**config.mk**
```make
export PLATFORM = sky130hd
export DESIGN_NAME = uart_rx
export DESIGN_NICKNAME = d
export VERILOG_FILES = /design/src/rtl/uart_pkg.sv /design/src/rtl/uart_baud_tick.sv /design/src/rtl/uart_rx.sv
export SDC_FILE = /design/constraint.sdc
export NUM_CORES = 1
export LEC_CHECK = 0
export CORE_UTILIZATION = 53
export CTS_BUF_LIST = sky130_fd_sc_hd__clkbuf_4
export DETAILED_ROUTE_END_ITERATION = 10
export PLACE_DENSITY = 0.75
export SLEW_MARGIN = 0
export SYNTH_ARGS = -nofsm -noshare
export SYNTH_HDL_FRONTEND = slang
export SYNTH_HIERARCHICAL = 1
export SYNTH_SLANG_ARGS = --single-unit
```
**constraint.sdc**
```tcl
create_clock -name clk -period 5.67 [get_ports clk]
set_input_delay 1.134 -clock clk [delete_from_list [all_inputs] [get_ports clk]]
set_output_delay 1.134 -clock clk [all_outputs]
set_load 0.02 [all_outputs]
```
**src/rtl/uart_pkg.sv**
```systemverilog
// Shared types and helpers for the host-link UART (receive and transmit paths).
package uart_pkg;

  localparam int UART_DATA_W = 8;

  typedef enum logic [2:0] {
    IDLE,
    START,
    DATA,
    PARITY,
    STOP,
    BREAK
  } uart_rx_state_t;

  // Clocks per oversampling tick, rounded to nearest.
  function automatic int baud_div(input int clk_freq, input int baud, input int ovs);
    int den;
    den = baud * ovs;
    return (clk_freq + den / 2) / den;
  endfunction

endpackage

```
**src/rtl/uart_baud_tick.sv**
```systemverilog
// One-cycle tick every DIV clocks; clear_i restarts the period from zero.
// Latency: first tick DIV cycles after clear; never stalls.
module uart_baud_tick #(
  parameter int DIV = 11
) (
  input  logic clk,
  input  logic reset,
  input  logic clear_i,
  output logic tick_o
);

  localparam int CW = (DIV > 1) ? $clog2(DIV) : 1;
  localparam logic [CW-1:0] LAST = CW'(DIV - 1);

  logic [CW-1:0] cnt_q;
  logic [CW-1:0] cnt_d;

  always_comb begin
    cnt_d = cnt_q;
    if (clear_i || (cnt_q == LAST)) begin
      cnt_d = '0;
    end else begin
      cnt_d = cnt_q + 1'b1;
    end
  end

  assign tick_o = (cnt_q == LAST) && !clear_i;

  always_ff @(posedge clk) begin
    if (!reset) begin
      cnt_q <= '0;
    end else begin
      cnt_q <= cnt_d;
    end
  end

endmodule

```
**src/rtl/uart_rx.sv**
```systemverilog
// Oversampling 8N1 receiver (8E1 when UART_RX_PARITY_EN is defined) with a one-byte output buffer.
// valid_o rises 1 clk after the stop-bit sample; a byte finishing while the buffer is held full is dropped (overrun_o).
module uart_rx
  import uart_pkg::*;
#(
  parameter int CLK_FREQ = 20_000_000,
  parameter int BAUD     = 115_200,
  parameter int OVS      = 16
) (
  input  logic                   clk,
  input  logic                   reset,
  input  logic                   rx_i,
  output logic [UART_DATA_W-1:0] data_o,
  output logic                   valid_o,
  input  logic                   ready_i,
  output logic                   frame_err_o,
  output logic                   overrun_o,
  output logic                   parity_err_o
);

  localparam int DIV = baud_div(CLK_FREQ, BAUD, OVS);
  localparam int TW  = $clog2(OVS);
  localparam logic [TW-1:0] HALF_LAST = TW'(OVS / 2 - 1);
  localparam logic [TW-1:0] FULL_LAST = TW'(OVS - 1);

  uart_rx_state_t state_q, state_d;

  logic                   rx_meta_q, rx_meta_d;
  logic                   rx_sync_q, rx_sync_d;
  logic [TW-1:0]          tick_cnt_q, tick_cnt_d;
  logic [2:0]             bit_idx_q, bit_idx_d;
  logic [UART_DATA_W-1:0] shift_q, shift_d;
  logic [UART_DATA_W-1:0] data_q, data_d;
  logic                   valid_q, valid_d;
  logic                   frame_err_q, frame_err_d;
  logic                   overrun_q, overrun_d;
`ifdef UART_RX_PARITY_EN
  logic                   parity_bad_q, parity_bad_d;
  logic                   parity_err_q, parity_err_d;
`endif

  logic rx_s;
  logic tick;
  logic samp;
  logic baud_clr;
  logic byte_done;

  assign rx_meta_d = rx_i;
  assign rx_sync_d = rx_meta_q;
  assign rx_s      = rx_sync_q;

  uart_baud_tick #(
    .DIV(DIV)
  ) u_baud_tick (
    .clk    (clk),
    .reset  (reset),
    .clear_i(baud_clr),
    .tick_o (tick)
  );

  // START samples at mid start bit; every later sample is one full bit on.
  assign samp = tick && (tick_cnt_q == ((state_q == START) ? HALF_LAST : FULL_LAST));

  always_ff @(posedge clk) begin
    if (!reset) begin
      state_q <= IDLE;
    end else begin
      state_q <= state_d;
    end
  end

  always_comb begin
    state_d = state_q;
    case (state_q)
      IDLE:   if (!rx_s) state_d = START;
      START:  if (samp) state_d = rx_s ? IDLE : DATA;
      DATA: begin
        if (samp && (bit_idx_q == 3'd7)) begin
`ifdef UART_RX_PARITY_EN
          state_d = PARITY;
`else
          state_d = STOP;
`endif
        end
      end
      PARITY: if (samp) state_d = STOP;
      STOP:   if (samp) state_d = rx_s ? IDLE : BREAK;
      BREAK:  if (rx_s) state_d = IDLE;
      default: state_d = IDLE;
    endcase
  end

  always_comb begin
    baud_clr    = 1'b0;
    byte_done   = 1'b0;
    tick_cnt_d  = tick_cnt_q;
    bit_idx_d   = bit_idx_q;
    shift_d     = shift_q;
    data_d      = data_q;
    valid_d     = valid_q && !ready_i;
    frame_err_d = 1'b0;
    overrun_d   = 1'b0;
`ifdef UART_RX_PARITY_EN
    parity_bad_d = parity_bad_q;
    parity_err_d = 1'b0;
`endif

    if (tick) begin
      tick_cnt_d = tick_cnt_q + 1'b1;
    end

    case (state_q)
      IDLE: begin
        tick_cnt_d = '0;
        bit_idx_d  = '0;
        baud_clr   = !rx_s;
      end
      START: begin
        if (samp) tick_cnt_d = '0;
      end
      DATA: begin
        if (samp) begin
          tick_cnt_d = '0;
          shift_d    = {rx_s, shift_q[UART_DATA_W-1:1]};
          bit_idx_d  = bit_idx_q + 1'b1;
        end
      end
`ifdef UART_RX_PARITY_EN
      PARITY: begin
        if (samp) begin
          tick_cnt_d   = '0;
          parity_bad_d = (rx_s != ^shift_q);
        end
      end
`endif
      STOP: begin
        // A low stop bit wins over a parity mismatch.
        if (samp) begin
          if (!rx_s) begin
            frame_err_d = 1'b1;
          end
`ifdef UART_RX_PARITY_EN
          else if (parity_bad_q) begin
            parity_err_d = 1'b1;
          end
`endif
          else begin
            byte_done = 1'b1;
          end
        end
      end
      BREAK: begin
        tick_cnt_d = '0;
      end
      default: begin
        tick_cnt_d = '0;
      end
    endcase

    if (byte_done) begin
      if (!valid_q || ready_i) begin
        data_d  = shift_q;
        valid_d = 1'b1;
      end else begin
        overrun_d = 1'b1;
      end
    end
  end

  always_ff @(posedge clk) begin
    if (!reset) begin
      rx_meta_q   <= 1'b1;
      rx_sync_q   <= 1'b1;
      tick_cnt_q  <= '0;
      bit_idx_q   <= '0;
      shift_q     <= '0;
      data_q      <= '0;
      valid_q     <= 1'b0;
      frame_err_q <= 1'b0;
      overrun_q   <= 1'b0;
    end else begin
      rx_meta_q   <= rx_meta_d;
      rx_sync_q   <= rx_sync_d;
      tick_cnt_q  <= tick_cnt_d;
      bit_idx_q   <= bit_idx_d;
      shift_q     <= shift_d;
      data_q      <= data_d;
      valid_q     <= valid_d;
      frame_err_q <= frame_err_d;
      overrun_q   <= overrun_d;
    end
  end

`ifdef UART_RX_PARITY_EN
  always_ff @(posedge clk) begin
    if (!reset) begin
      parity_bad_q <= 1'b0;
      parity_err_q <= 1'b0;
    end else begin
      parity_bad_q <= parity_bad_d;
      parity_err_q <= parity_err_d;
    end
  end
  assign parity_err_o = parity_err_q;
`else
  assign parity_err_o = 1'b0;
`endif

  assign data_o      = data_q;
  assign valid_o     = valid_q;
  assign frame_err_o = frame_err_q;
  assign overrun_o   = overrun_q;

endmodule

```
=== Word level (Yosys, flattened, before mapping) ===
Index checks and enable logic that the tools add are counted.
Widths: inputs -> output; s select.

* $add $sub $neg: 3
* Eq/ne operators: 15
* Multiplexer cells: 23
* Bitwise gates (word level): 1
* Reductions and logical operators: 20

{| class="wikitable"
|+ Operators with widths
! cell !! number
|-
| $mux 3 || 8
|-
| $pmux 3 s6 || 1
|-
| $ne 2x2->1 const B || 7
|-
| $mux 4 || 3
|-
| $eq 3x3->1 const B || 3
|-
| $add 4x1->4 const B || 2
|-
| $mux 1 || 8
|-
| $pmux 4 s2 || 1
|-
| $reduce_and 2->1 || 4
|-
| $eq 3x2->1 const B || 2
|-
| $pmux 3 s2 || 1
|-
| $reduce_and 6->1 || 1
|-
| $eq 4x4->1 || 1
|-
| $eq 4x4->1 const B || 1
|-
| $logic_and 1x1->1 || 4
|-
| $logic_not 1->1 || 4
|-
| $reduce_or 2->1 || 2
|-
| $add 3x1->3 const B || 1
|-
| $eq 3x1->1 const B || 1
|-
| $logic_not 3->1 || 1
|-
| $reduce_and 3->1 || 1
|-
| $logic_or 1x1->1 || 2
|-
| $mux 2 || 1
|-
| $reduce_bool 2->1 || 1
|-
| $not 1->1 || 1
|}

* Flip-flop bits (word level): 35
* Input port bits: 4
* Output and inout port bits: 12
* Logic and storage cells: 73

=== Depth between registers and ports, before layout ===
Gate-level depths: netlist (run 1).

* Word-level depth: 8
* Depth in mapped cells: 10

=== By module ===
Netlist (run 1), hierarchy kept.

{| class="wikitable"
|+ By module, submodules not included
! module !! instances !! cells each !! area each (um^2)
|-
| uart_rx || 1 || 149 || 1401.3
|-
| uart_baud_tick || 1 || 17 || 168.9
|}

=== Worst setup path after synthesis (run 1) ===
OpenSTA, ideal clock, no wires.

* Kind: register to register
* From: register state_q[0]
* To: register state_q[2]
* Setup time: 0.120 ns
* Arrival: 2.238 ns
* Data required time: 5.550 ns
* Setup slack: 3.312 ns
* Stages on the path, launching flop included: 11
* Path buffers: 3
* Path through: dfxtp_1 -> clkbuf_1 -> or3_1 -> nor2_1 -> nor2_1 -> buf_4 -> and3_1 -> clkbuf_1 -> a32o_1 -> o211a_1 -> a211o_1

* Cells in the longest elaborated chain, start to end: 8
* Elaborated cells on any way between the ends: 21

{| class="wikitable"
|+ Ends and longest elaborated chain
! item !! RTL line !! RTL
|-
| start, declared || uart_rx.sv:26 || <nowiki>uart_rx_state_t state_q, state_d;</nowiki>
|-
| start signal, assigned || uart_rx.sv:68 || <nowiki>state_q <= state_d;</nowiki>
|-
| $logic_not 3->1 (*) || uart_rx.sv:112 || <nowiki>case (state_q)</nowiki>
|-
| $mux 1 (*) || uart_rx.sv:112 ||
|-
| named net baud_clr || uart_rx.sv:45 || <nowiki>logic baud_clr;</nowiki>
|-
| $logic_not 1->1 (*) || uart_baud_tick.sv:27 || <nowiki>assign tick_o = (cnt_q == LAST) && !clear_i;</nowiki>
|-
| $logic_and 1x1->1 (*) || uart_baud_tick.sv:27 ||
|-
| named net tick || uart_rx.sv:43 || <nowiki>logic tick;</nowiki>
|-
| $logic_and 1x1->1 (*) || uart_rx.sv:62 || <nowiki>assign samp = tick && (tick_cnt_q == ((state_q == START) ? HALF_LAST : FULL_LAST));</nowiki>
|-
| $logic_and 1x1->1 || uart_rx.sv:78 || <nowiki>if (samp && (bit_idx_q == 3'd7)) begin</nowiki>
|-
| $ne 2x2->1 (no line) || - ||
|-
| $reduce_and 6->1 (no line) (*) || - ||
|}

The timed path passes the listed nets; every way through them passes the cells marked *.
A chain may end at the register's enable or synchronous reset.

=== Final worst setup path (run 1) ===
* From: register state_q[2]
* To: register bit_idx_q[0]

* Cells in the longest elaborated chain, start to end: 7
* Elaborated cells on any way between the ends: 13

{| class="wikitable"
|+ Ends and longest elaborated chain
! item !! RTL line !! RTL
|-
| $logic_not 3->1 || uart_rx.sv:112 ||
|-
| $mux 1 || uart_rx.sv:112 ||
|-
| named net baud_clr || uart_rx.sv:45 ||
|-
| $logic_not 1->1 || uart_baud_tick.sv:27 ||
|-
| $logic_and 1x1->1 || uart_baud_tick.sv:27 ||
|-
| named net tick || uart_rx.sv:43 ||
|-
| $logic_and 1x1->1 || uart_rx.sv:62 ||
|-
| $ne 2x2->1 (no line) || - ||
|-
| $reduce_and 2->1 (no line) || - ||
|-
| end signal, assigned || uart_rx.sv:185 || <nowiki>bit_idx_q <= bit_idx_d;</nowiki>
|-
| end, declared || uart_rx.sv:31 || <nowiki>logic [2:0] bit_idx_q, bit_idx_d;</nowiki>
|}

The timed path passes the listed nets, and every way through them passes these cells.

==> flow_summary.ini, run 1 <==
[outcome]
status = finished, final reports clean

[route]
routed-via-count = 1170
drtIter0Drc = 32
drt_wl_total_um = 2820
first_pass_iters = 4
ant_nets = 0
wire_per_inst_um = 13.5
drt_drc_violations_left = 0
post_drt_via_cell_ratio = 5.63

[yosys]
async_reset_ff_share_pct = 0
synth-edff-count = 0
ys_seq_elements = 35
yosysWarnings = 6
synth_ff_type = dfxtp_1
ys_types = 40
syn-num-nets = 175
synth_cells = 166
synth_area_um2 = 1570
syn_area_per_cell_um2 = 9.46
synth_seq_area_share_pct = 44.6

[placed_design]
dp_hpwl_um = 2040
post-place-ws_ns = 2.75
io_buffers = 14
gp_congestion = 0.882

[timing]
post-route-period-util_pct = 51.8
fmax_mhz = 341
worst_hold_slack_ns = 0.416
hold_viol = 0
maxSlewViolCount = 0
setup_tns_ns = 0
rsz0062_at_grt = false
tightestPinTransition_ns = 1.00
setup_viol = 0
relSlewSlack_pct = 32.7
finalCriticalPeriod_ns = 2.93
skew_ns = 0.0182
fin_ws_ns = 2.74

[floorplanning]
pin_count = 16
rows = 19
core_um2 = 2780
die_width_um = 56.4
dieArea_um2 = 3180
initial_core_util_pct = 56.5
fp.dieH_um = 56.4

[run]
maxCapViolations = 0

[setup_path]
cp.required_ns = 5.94
end_kind = register
cp_max_fo = 16
startpoint_type = register
worstPathArrival_ns = 3.20
critical_path_class = reg -> reg

[cts]
cts_tree = built
postCtsSetupRepairBufs = 0
cts_hold_buf = 0
clock_sinks = 35
clk_latency_ns = 0.34
cts_resized = 0
h-tree-depth = 2
numCtsBuffers = 5
clk_pin_slew_ns = 0.11
cts_root_buf = clkbuf_4
cts_buffer_depth = 2

[cells_and_area]
drive_above_1_share_pct = 7.91
diodes = 0
final_nets = 185
syn_to_final_growth_pct = 12.1
final_util_pct = 63.3
nFillCells = 231

[global_routing]
grt_pass1_vias = 1125
antenna_found_initial = 0
grt_max_degree = 22
grt_pass1_wl_um = 4770
track_usage_pct = 19.3
grt-ovfl-total = 0

[power_and_ir_drop]
powerDensity_nw_per_um2 = 227
ir_drop_uv = 236
p_leak_nw = 0.625
p_total_mw = 0.400

[min_path]
hold_path.class = reg -> reg
[metal layers]
layer / vias to the layer above / track usage (%) / routed length, um
li1: 596 / - / -
met1: 533 / 24.0 / 1290
met2: 31 / 30.1 / 1320
met3: 10 / 6.45 / 126
met4: 0 / 8.71 / 79
met5: - / 0 / 0
[synth_stat cells (all sizes together) (4+ instances only)]
library cell / count / area share (%)
dfxtp: 35 / 45
nor2: 27 / 6.5
mux2i: 17 / 11
a21oi: 7 / 2.2
clkbuf: 7 / 1.7
nand2: 6 / 1.4
nor3: 6 / 1.9
ha: 5 / 4.0
nand2b: 5 / 2.0
nand3b: 5 / 2.6
o21ai: 5 / 1.6
buf: 4 / 1.6
[sequential cells by signal (all words and copies together), names as in the netlist, 3 cells and up]
register           cells
data_o                 8
shift_q                8
tick_cnt_q             4
u_baud_tick/cnt_q      4
bit_idx_q              3
state_q                3
[cell families (layout without fill, tap and decap cells)]
kind of cell    count (synthesis)  after routing  synth area share, %
simple gates                   66             66                 23.3
flops                          35             35                 44.6
compound gates                 22             22                 9.56
mux                            18             18                 11.6
buf+inv                        14             25                 3.98
fa+ha+maj                       5              5                 3.98
xor+xnor                        5              5                 2.79
other cells                     1              1                0.239
[layout by cell type, fill, tap and decap left out, types with 2 or more instances in the layout]
cell and n:
dfxtp_1 35, nor2_1 27, mux2i_1 17, clkdlybuf4s50_1 14
a21oi_1 7, nand2_1 6, clkbuf_4 6, nand2b_1 5
o21ai_0 5, nor3_1 5, ha_1 5, nand3b_1 4
inv_1 3, nor2b_1 3, xor2_1 3, and3_1 2
a32o_1 2, o211a_1 2, nand3_1 2, xnor2_1 2
[power by group]
group	internal (mW)	switching (mW)	leakage [nW]	total (mW)
registers	0.249	0.00357	0.283	0.252
logic	0.00665	0.00815	0.310	0.0148
clock network	0.0526	0.0800	0.0317	0.133
total	0.308	0.0917	0.625	0.400
[final timing paths]
path,start,to,slack [ns],cells after the start
setup / recovery,state_q[2],bit_idx_q[0],2.74,7
hold / removal,rx_meta_q,rx_s,0.42,1
setup reg to reg,state_q[2],bit_idx_q[0],2.74,7
hold reg to reg,rx_meta_q,rx_s,0.42,1
[layout make-up]
class	instances	area, um2	area share, %
clock inverter	2	12.5	0.711
timing repair buffer	14	140	7.96
clock buffer	6	45.0	2.56
multi-input combinational	117	812	46.1
inverter	3	11.3	0.640
sequential	35	701	39.8
tap	31	38.8	2.20
[critical path, cell delays in order (launching register included)]
cell and delay, ns:
dfxtp_1 0.60, or3_1 0.24, nor2_1 0.07, nor2_1 0.44, nand3_4 0.17, nor3_2 0.85, mux2_2 0.42, nor2_1 0.08
[stage by stage]
stage	instances	area, um2
after floorplan	166	1570
after global routing	208	1760
after CTS	208	1760
final	208	1760
after global placement	200	1700
after detailed placement	200	1700
Note: power is estimated with default switching activity, not from simulation.
==> run 2: changes to the inputs <==
clock period = 2.78 ns   (was 5.67 ns; I/O delays follow)
==> flow_summary.ini, run 2 (synthesis results as in run 1) <==
[timing]
fmax_mhz = 408
worst_hold_slack_ns = 0.421
setup_tns_ns = 0
setup_viol = 0
fin_ws_ns = 0.327
finalCriticalPeriod_ns = 2.45
tightestPinTransition_ns = 0.539
rsz0062_at_grt = false
maxSlewViolCount = 0
hold_viol = 0
skew_ns = 0.00732
relSlewSlack_pct = 63.9
post-route-period-util_pct = 88.2

[placed_design]
dpl_cell_area_um2 = 1730
io_buffers = 14
gp_congestion = 0.841
post-place-ws_ns = 0.370
dp_hpwl_um = 2030

[power_and_ir_drop]
p_leak_nw = 0.652
powerDensity_nw_per_um2 = 499
ir_drop_uv = 439

[floorplanning]
core_um2 = 2780
initial_core_util_pct = 56.5
pin_count = 16
fp.dieH_um = 56.4
dieArea_um2 = 3180
rows = 19
die_width_um = 56.4

[route]
dr_wl_met3_um = 132
drtIter0Drc = 34
wire_per_inst_um = 13.7
top_layer = met4
post_drt_via_cell_ratio = 5.69
dr_wl_met2_um = 1380
routed-via-count = 1200
wl_met1_um = 1300
ant_nets = 0
drt_drc_violations_left = 0
drt_wl_total_um = 2890
first_pass_iters = 4

[setup_path]
cp_max_fo = 16
crit_chain = or3_1 > nor2_1 > nor2_1 > nand3_4 > nor3_2 > buf_4 > mux2_2 > nor2_1
critical_path_class = reg -> reg
startpoint_type = register
cp_slowest_cell = dfxtp_1
cp_slowest_stage_delay_ns = 0.61
crit_family = simple AND/OR/NAND/NOR gates
worstPathArrival_ns = 2.73
cp_common_cell = nor2_1
cp.required_ns = 3.06
end_kind = register
crit_buf_inv = 1

[global_routing]
antenna_found_initial = 0
track_usage_pct = 20.4
grt_pass1_wl_um = 5040
grt-ovfl-total = 0
grt_pass1_vias = 1199
grt_max_degree = 21

[cells_and_area]
fin_area_um2 = 1800
diodes = 0
final_nets = 188
syn_to_final_growth_pct = 14.7
drive_above_1_share_pct = 8.89
layout_common_cells = dfxtp_1, nor2_1, mux2i_1
final_util_pct = 64.8
final_common_cell = dfxtp_1

[min_path]
hold_path.class = reg -> reg

[cts]
cts_resized = 0
postCtsSetupRepairBufs = 0
cts_hold_buf = 0
cts_buffer_depth = 2
clock_sinks = 35
clk_latency_ns = 0.34
numCtsBuffers = 5
cts_tree = built
clk_pin_slew_ns = 0.10
h-tree-depth = 2
cts_root_buf = clkbuf_4

[run]
maxCapViolations = 0

[outcome]
status = finished, final reports clean
==> run 2: changes by cell type in the layout (fill, tap and decap cells not counted), sizes merged <==
cell,previous run,this run
clkinvlp,1,0
clkbuf,6,5
clkinv,1,2
buf,0,3
bufinv,0,1
==> run 2: metal layers <==
metal | global-route usage [%] | vias to the layer above
li1 | - | 599
met1 | 23.6 | 556
met2 | 33.8 | 36
met3 | 4.84 | 9
met4 | 12.9 | 0
met5 | 0 | -
==> run 2: where the power goes <==
part | total [mW] | switching (mW) | internal [mW]
sequential | 0.515 | 0.00751 | 0.507
clock | 0.352 | 0.167 | 0.185
combinational | 0.0316 | 0.0173 | 0.0144
total | 0.899 | 0.192 | 0.706
==> run 2: final cells by class <==
cell class	instances	area, um2
repair buffers	17	163
multi-input cells	117	812
flip-flops and latches	35	701
fillers	226	980
inverters	3	11.3
clock inverters	3	38.8
clock buffers	5	37.5
well taps	31	38.8
==> run 2: path summary, 6_finish.rpt <==
path / startpoint / endpoint / slack [ns] / cells past startpoint
max: state_q[2] / bit_idx_q[0] / 0.33 / 8
min: rx_meta_q / rx_s / 0.42 / 1
max reg2reg: state_q[2] / bit_idx_q[0] / 0.33 / 8
min reg2reg: rx_meta_q / rx_s / 0.42 / 1
==> run 2: per-stage QoR <==
stage               power (mW)  instances
global route             0.930        211
global placement         0.556        203
floorplan                0.547        166
detailed placement       0.558        203
CTS                      0.907        211
finish                   0.899        211
==> run 2: worst reg2reg max path, delay by kind of cell, from the launching register on <==
family                 cells  cell delay [ns]
and+or+nand+nor            6             1.21
buffers and inverters      1             0.24
DFF                        1             0.61
muxes                      1             0.36
